`config.mk`:
```
export PLATFORM = sky130hd
export DESIGN_NAME = match_ack_handler
export DESIGN_NICKNAME = d
export VERILOG_FILES = /design/src/rtl/match_ack_handler.sv
export SDC_FILE = /design/constraint.sdc
export NUM_CORES = 1
export LEC_CHECK = 0
export BUFFER_PORTS_ARGS = -buffer_cell sky130_fd_sc_hd__buf_2
export CORE_ASPECT_RATIO = 1.1
export CORE_UTILIZATION = 50
export DETAILED_ROUTE_END_ITERATION = 12
export PLACE_DENSITY = 0.69
export SYNTH_ARGS = -nofsm -noshare
export SYNTH_HDL_FRONTEND = slang
export SYNTH_SLANG_ARGS = --single-unit
```
`constraint.sdc`:
```
create_clock -name clk -period 1.8 [get_ports clk]
set_input_delay 0.36 -clock clk [delete_from_list [all_inputs] [get_ports clk]]
set_output_delay 0.36 -clock clk [all_outputs]
set_load 0.03 [all_outputs]
```
`src/rtl/match_ack_handler.sv`:
```
// Acknowledge side of the pattern-detector handshake: counts accepted detections,
// returns a toggled ack after a fixed delay, and watches for a stuck found_pattern.
module match_ack_handler #(
   parameter int ACK_DELAY = 4,
   parameter int STRETCH   = 8,
   parameter int TIMEOUT   = 16,
   parameter int CNT_W     = 8
) (
   input  logic             clk,
   input  logic             reset_n,
   input  logic             found_pattern,
   input  logic             count_clr,
   output logic             ack,
   output logic             match_pulse,
   output logic [CNT_W-1:0] match_count,
   output logic             overflow,
   output logic             led,
   output logic             busy,
   output logic             error
);

   typedef enum logic [1:0] {IDLE, DELAY, RELEASE} state_t;

   localparam logic [7:0]       DLY_LOAD = 8'(ACK_DELAY - 1);
   localparam logic [7:0]       TMO_LAST = 8'(TIMEOUT - 1);
   localparam logic [7:0]       LED_LOAD = 8'(STRETCH);
   localparam logic [CNT_W-1:0] CNT_MAX  = '1;

   state_t           state_reg, state_next;
   logic             f_q;
   logic [7:0]       dcnt_reg, dcnt_next;
   logic [7:0]       tcnt_reg, tcnt_next;
   logic [7:0]       led_cnt_reg, led_cnt_next;
   logic             ack_reg, ack_next;
   logic             pulse_reg, pulse_next;
   logic             ovf_reg, ovf_next;
   logic             err_reg, err_next;
   logic [CNT_W-1:0] count_reg, count_next;
   logic             accept;
   logic             timeout;

   always_ff @(posedge clk or negedge reset_n) begin
      if (!reset_n) begin
         state_reg   <= IDLE;
         f_q         <= 1'b0;
         dcnt_reg    <= '0;
         tcnt_reg    <= '0;
         led_cnt_reg <= '0;
         ack_reg     <= 1'b0;
         pulse_reg   <= 1'b0;
         ovf_reg     <= 1'b0;
         err_reg     <= 1'b0;
         count_reg   <= '0;
      end else begin
         state_reg   <= state_next;
         f_q         <= found_pattern;
         dcnt_reg    <= dcnt_next;
         tcnt_reg    <= tcnt_next;
         led_cnt_reg <= led_cnt_next;
         ack_reg     <= ack_next;
         pulse_reg   <= pulse_next;
         ovf_reg     <= ovf_next;
         err_reg     <= err_next;
         count_reg   <= count_next;
      end
   end

   // Handshake sequencing; found_pattern is only edge-qualified while IDLE.
   always_comb begin
      state_next = state_reg;
      dcnt_next  = dcnt_reg;
      tcnt_next  = tcnt_reg;
      ack_next   = ack_reg;
      accept     = 1'b0;
      timeout    = 1'b0;
      case (state_reg)
         IDLE: begin
            if (found_pattern && !f_q) begin
               accept     = 1'b1;
               dcnt_next  = DLY_LOAD;
               state_next = DELAY;
            end
         end
         DELAY: begin
            if (dcnt_reg == 8'd0) begin
               ack_next   = !ack_reg;
               tcnt_next  = '0;
               state_next = RELEASE;
            end else begin
               dcnt_next = dcnt_reg - 8'd1;
            end
         end
         RELEASE: begin
            if (!found_pattern) begin
               state_next = IDLE;
            end else if (tcnt_reg == TMO_LAST) begin
               timeout    = 1'b1;
               state_next = IDLE;
            end else begin
               tcnt_next = tcnt_reg + 8'd1;
            end
         end
         default: state_next = IDLE;
      endcase
   end

   // Clear beats a same-cycle increment or timeout; pulse and LED still fire.
   always_comb begin
      pulse_next   = accept;
      count_next   = count_reg;
      ovf_next     = ovf_reg;
      err_next     = err_reg;
      led_cnt_next = led_cnt_reg;
      if (count_clr) begin
         count_next = '0;
         ovf_next   = 1'b0;
         err_next   = 1'b0;
      end else begin
         if (accept) begin
            if (count_reg == CNT_MAX) ovf_next = 1'b1;
            else                      count_next = count_reg + 1'b1;
         end
         if (timeout) err_next = 1'b1;
      end
      if (accept)                   led_cnt_next = LED_LOAD;
      else if (led_cnt_reg != 8'd0) led_cnt_next = led_cnt_reg - 8'd1;
   end

   assign ack         = ack_reg;
   assign match_pulse = pulse_reg;
   assign match_count = count_reg;
   assign overflow    = ovf_reg;
   assign led         = (led_cnt_reg != 8'd0);
   assign busy        = (state_reg != IDLE);
   assign error       = err_reg;

endmodule

```
======== Yosys cells after proc, flatten, opt, wreduce, memory -nomap -nowiden ========
Cells that the tools add are included.
cells by class
  $add $sub $neg .......................... 4
  equality and inequality tests ........... 11
  multiplexer cells ....................... 27
  reduce and logical (&&, ||, !) cells .... 19
operators with widths
  operator                                                                count
  8-bit 2-to-1 mux                                                        10
  8-bit one-hot mux with 2 select lines                                   2
  8-bit by 1-bit adder with 8-bit output (second input constant)          2
  8-bit by 1-bit subtractor with 8-bit output (second input constant)     2
  2-bit nonzero test                                                      7
  2-bit != test (second input constant)                                   6
  1-bit 2-to-1 mux                                                        10
  8-bit by 4-bit equality test with 1-bit output (second input constant)  1
  8-bit equality test (second input constant)                             1
  8-bit zero test                                                         1
  2-bit 2-to-1 mux                                                        4
  8-bit nonzero test                                                      1
  2-bit one-hot mux with 3 select lines                                   1
  2-bit AND reduction                                                     3
  3-bit AND reduction                                                     2
  4-bit AND reduction                                                     1
  3-bit != test (second input constant)                                   1
  2-bit by 1-bit equality test with 1-bit output (second input constant)  1
  2-bit equality test (second input constant)                             1
  1-bit zero test                                                         2
  2-bit zero test                                                         1
  1-bit logical AND                                                       1
storage, ports and cells
  register bits after elaboration ......... 39
  output and inout bits ................... 14
  logic and storage cells ................. 71

======== Logic depth before layout (Yosys ltp) ========
  depth after elaboration ................. 6
  depth in mapped cells ................... 7

======== Least setup slack after synthesis ========
Ideal clock, no wire load.
  path kind ............................... flip-flop to flip-flop
  start ................................... register count_reg[0], in the netlist match_count[0]
  end ..................................... register count_reg[1], in the netlist match_count[1]
  arrival time ............................ 1.531 ns
  path slack .............................. 0.137 ns
  stages on the path, launching flop included .. 6
  cells stage by stage .................... dfrtp_1 ha_1 nand3_1 o21ai_0 mux2i_1 nor2_1
on the way
  word-level cells in the longest chain between the ends .. 4
RTL lines
  element                                 line  RTL
  from (decl)                             38    logic [CNT_W-1:0] count_reg, count_next;
  from (signal assigned)                  64    count_reg <= count_next;
  8-bit by 1-bit adder with 8-bit output  121   else count_next = count_reg + 1'b1;
  8-bit 2-to-1 mux                        120   if (count_reg == CNT_MAX) ovf_next = 1'b1;
  8-bit 2-to-1 mux                        119   if (accept) begin
  8-bit 2-to-1 mux                        114   if (count_clr) begin
Parallel ways exist; a longest one is shown, timed or not. The select of a mux whose other input is x is not followed.
A chain may end at the register's enable or synchronous reset.

======== Worst setup path after layout ========
  start ................................... register led_cnt_reg[0]
  end ..................................... output led
on the way
  word-level cells in the longest chain between the ends .. 1
RTL lines
  element                 line  RTL
  from (decl)             33    logic [7:0] led_cnt_reg, led_cnt_next;
  from (signal assigned)  59    led_cnt_reg <= led_cnt_next;
  8-bit nonzero test      133   assign led = (led_cnt_reg != 8'd0);
  to (decl)               17    output logic led,
No other way between the ends.

==> impl_metrics.env <==
export IMPL_cts_tree="built"
export IMPL_die_y_um=69.74
export IMPL_crit_type="flip-flop to primary output"
export IMPL_clock_sinks=39
export IMPL_rsz0062_at_grt="false"
export IMPL_critPathCaptureType="primary output"
export IMPL_cts_buffers_inserted=5
export IMPL_grt_pass1_wl_um=6486
export IMPL_max_cap_violations=0
export IMPL_reg2reg_from="dcnt_reg[0]"
export IMPL_antenna_found_initial=0
export IMPL_syn_inst=204
export IMPL_die_w_um=63.58
export IMPL_status="complete, no violations"
export IMPL_stdcell_area_sq_um=2424
export IMPL_slew_violations=0
export IMPL_ctsHoldBuffers=0
export IMPL_synth_avg_cell_area_sq_um=10.22
export IMPL_reg2reg_slack_ns=0.11
export IMPL_coreArea_sq_um=3994
export IMPL_grt_pass1_vias=1419
export IMPL_wire_per_inst_um=13.47
export IMPL_final_setup_skew_ns=0.009033
export IMPL_final_cells=288
export IMPL_drive_gt1_share_pct=25.85
export IMPL_ir_drop_mv=0.7988
export IMPL_crit_path_start_kind="flip-flop"
export IMPL_maxSlewHeadroom_pct=67.10
export IMPL_worst_r2r_endpoint="dcnt_reg[1]"
export IMPL_p_leak_nw=1.114
export IMPL_reg2reg_depth=6
export IMPL_vias_per_cell=5.372
export IMPL_insertion_delay_ns=0.29
export IMPL_synthFlopType="dfrtp_1"
export IMPL_diodes=0
export IMPL_fin_crit_sh_pct=95.32
export IMPL_std_cell_rows=24
export IMPL_hpwl_um=2614
export IMPL_drc=0
export IMPL_setup_viol=0
export IMPL_syn_num_nets=214
export IMPL_die_area_sq_um=4434
export IMPL_nFillCells=341
export IMPL_start_util_pct=52.22
export IMPL_layout_min_cycle_time_ns=1.716
export IMPL_routed_wl_um=3879
export IMPL_area_delta_synth_final_pct=16.20
export IMPL_worstHoldPathType="primary input to async pin"
export IMPL_dr_pass1_iters=4
export IMPL_place_inst=276
export IMPL_num_vias=1547
export IMPL_hold_ws_ns=0.1061
export IMPL_cp_arrival_ns=1.36
export IMPL_power_mw=3.110
export IMPL_clk_pin_slew_ns=0.08
export IMPL_powerDensity_nw_per_um2=1283
export IMPL_synth_edf_count=0
export IMPL_critPathRequiredTime_ns=1.44
export IMPL_worst_pin_slew_ns=0.4935
export IMPL_tns_ns=0
export IMPL_async_reset_ff_share_pct=100.0
export IMPL_synth_seq_cells=39
export IMPL_ant_nets=0
export IMPL_grt_start_max_net_pins=40
export IMPL_yosysTopAreaCell="dfrtp_1"
export IMPL_synthTopCellsByArea="dfrtp_1 (47%), ha_1 (3.6%), nor2_1 (3.6%)"
export IMPL_ios=18
export IMPL_yosys_warnings=0
export IMPL_crit_fanout=3
export IMPL_synth_top_area_share_pct=46.79
export IMPL_placed_area_sq_um=2261
export IMPL_grt_overflow=0
export IMPL_cts_root_buf="clkbuf_8"
export IMPL_finalHoldViolCount=0
export IMPL_first_iter_violations=61
export IMPL_fmax_mhz=582.8
export IMPL_syn_area_sq_um=2086
export IMPL_synth_cell_types=52
export IMPL_place_congestion=0.8176
export IMPL_grt_usage_pct=18.67
export IMPL_nNetsFinal=246
export IMPL_port_buffers=17
export IMPL_htreeDepth=2
export IMPL_seq_area_frac_synth_pct=46.79
export IMPL_clockBufferDepth=2
[power breakdown]
| group | switching, mW | internal (mW) |
|---|---|---|
| logic | 0.581 | 0.606 |
| clock network | 0.288 | 0.301 |
| registers | 0.246 | 1.09 |
| total | 1.12 | 2.00 |
[per-layer routing]
layer	share of wire, %	GRT usage, %
met5	0	0
met4	1.4	6.061
met3	2.8	4.441
met2	44	27.78
met1	52	26.70
[layout make-up]
type	instances	area [sq um]	share of cell area (%)
clock inverter	1	5.005	0.2065
multi-input combinational	152	1075	44.35
timing repair buffer	29	181.4	7.486
clock buffer	6	82.58	3.407
tap	52	65.06	2.685
sequential	39	975.9	40.27
inverter	9	38.79	1.600
[worst max-delay path: stages, from the launching register on]
cell and delay, ns:
dfrtp_1 0.41, inv_2 0.09, ha_4 0.13, nor2b_4 0.14, nand3b_1 0.12, buf_6 0.17
[worst max-delay path by stage]
stage | from | cells past startpoint | end
after detailed placement | dcnt_reg[0] | 6 | dcnt_reg[1]
final | led_cnt_reg[0] | 5 | led
after global routing | dcnt_reg[0] | 6 | dcnt_reg[1]
after CTS | led_cnt_reg[0] | 5 | led
after global placement | dcnt_reg[0] | 6 | dcnt_reg[1]
after floorplan | match_count[0] | 5 | match_count[1]
[cells in the mapped netlist (2+ instances only)]
cell      count
and2b_1       3
ha_1          6
o211ai_1      3
nor3_1        3
a211oi_1      2
o21ai_0      10
or3_1         7
nand2_1      16
nor4_1        3
or2_2         5
nor2b_1       2
xor2_1        5
a21oi_1      11
nor4_4        2
nand2b_1      2
inv_1         8
o31ai_1       3
and3_1        4
nand3_1       7
nor2_1       20
nand4_1       3
mux2i_1       6
nand3b_1      2
xnor2_1       5
dfrtp_1      39
[kinds of logic after synthesis]
| kind of cell | after synthesis | share of synthesized area [%] |
|---|---|---|
| and+or+nand+nor | 90 | 25.55 |
| AOI/OAI and AO/OA | 39 | 13.08 |
| DFF | 39 | 46.79 |
| buffers and inverters | 13 | 3.179 |
| xor gates and xnor gates | 10 | 4.199 |
| muxes | 7 | 3.599 |
| adders and majority gates | 6 | 3.599 |
[placed cells by master (no fill, tap or decap), drive strengths merged, types with 6 or more instances in the layout]
master  netlist  routed
dfrtp        39      39
buf           3      29
nor2         21      21
nand2        16      16
a21oi        11      11
o21ai        11      11
inv           8       8
or3           7       7
nand3         7       7
mux2i         6       6
clkbuf        1       6
or2           6       6
ha            6       6
[metrics by stage]
step | utilization [%] | setup slack [ns]
2_1_floorplan | - | 0.1369
3_3_place_gp | 56.61 | 0.1405
3_5_place_dp | 56.61 | 0.1023
4_1_cts | 59.43 | 0.02739
5_1_grt | 60.68 | 0.0003613
6_report | 60.68 | 0.08427
[repair_timing]
action / in CTS / in global routing
pin swaps: 1 / 0
buffers inserted: 2 / 3
gates resized for setup: 3 / 8
cloned: 0 / 0
setup endpoints to repair: 1 / 7
endpoints found under the hold margin: 0 / 0
No activity file was read; power rests on OpenSTA's default activity.
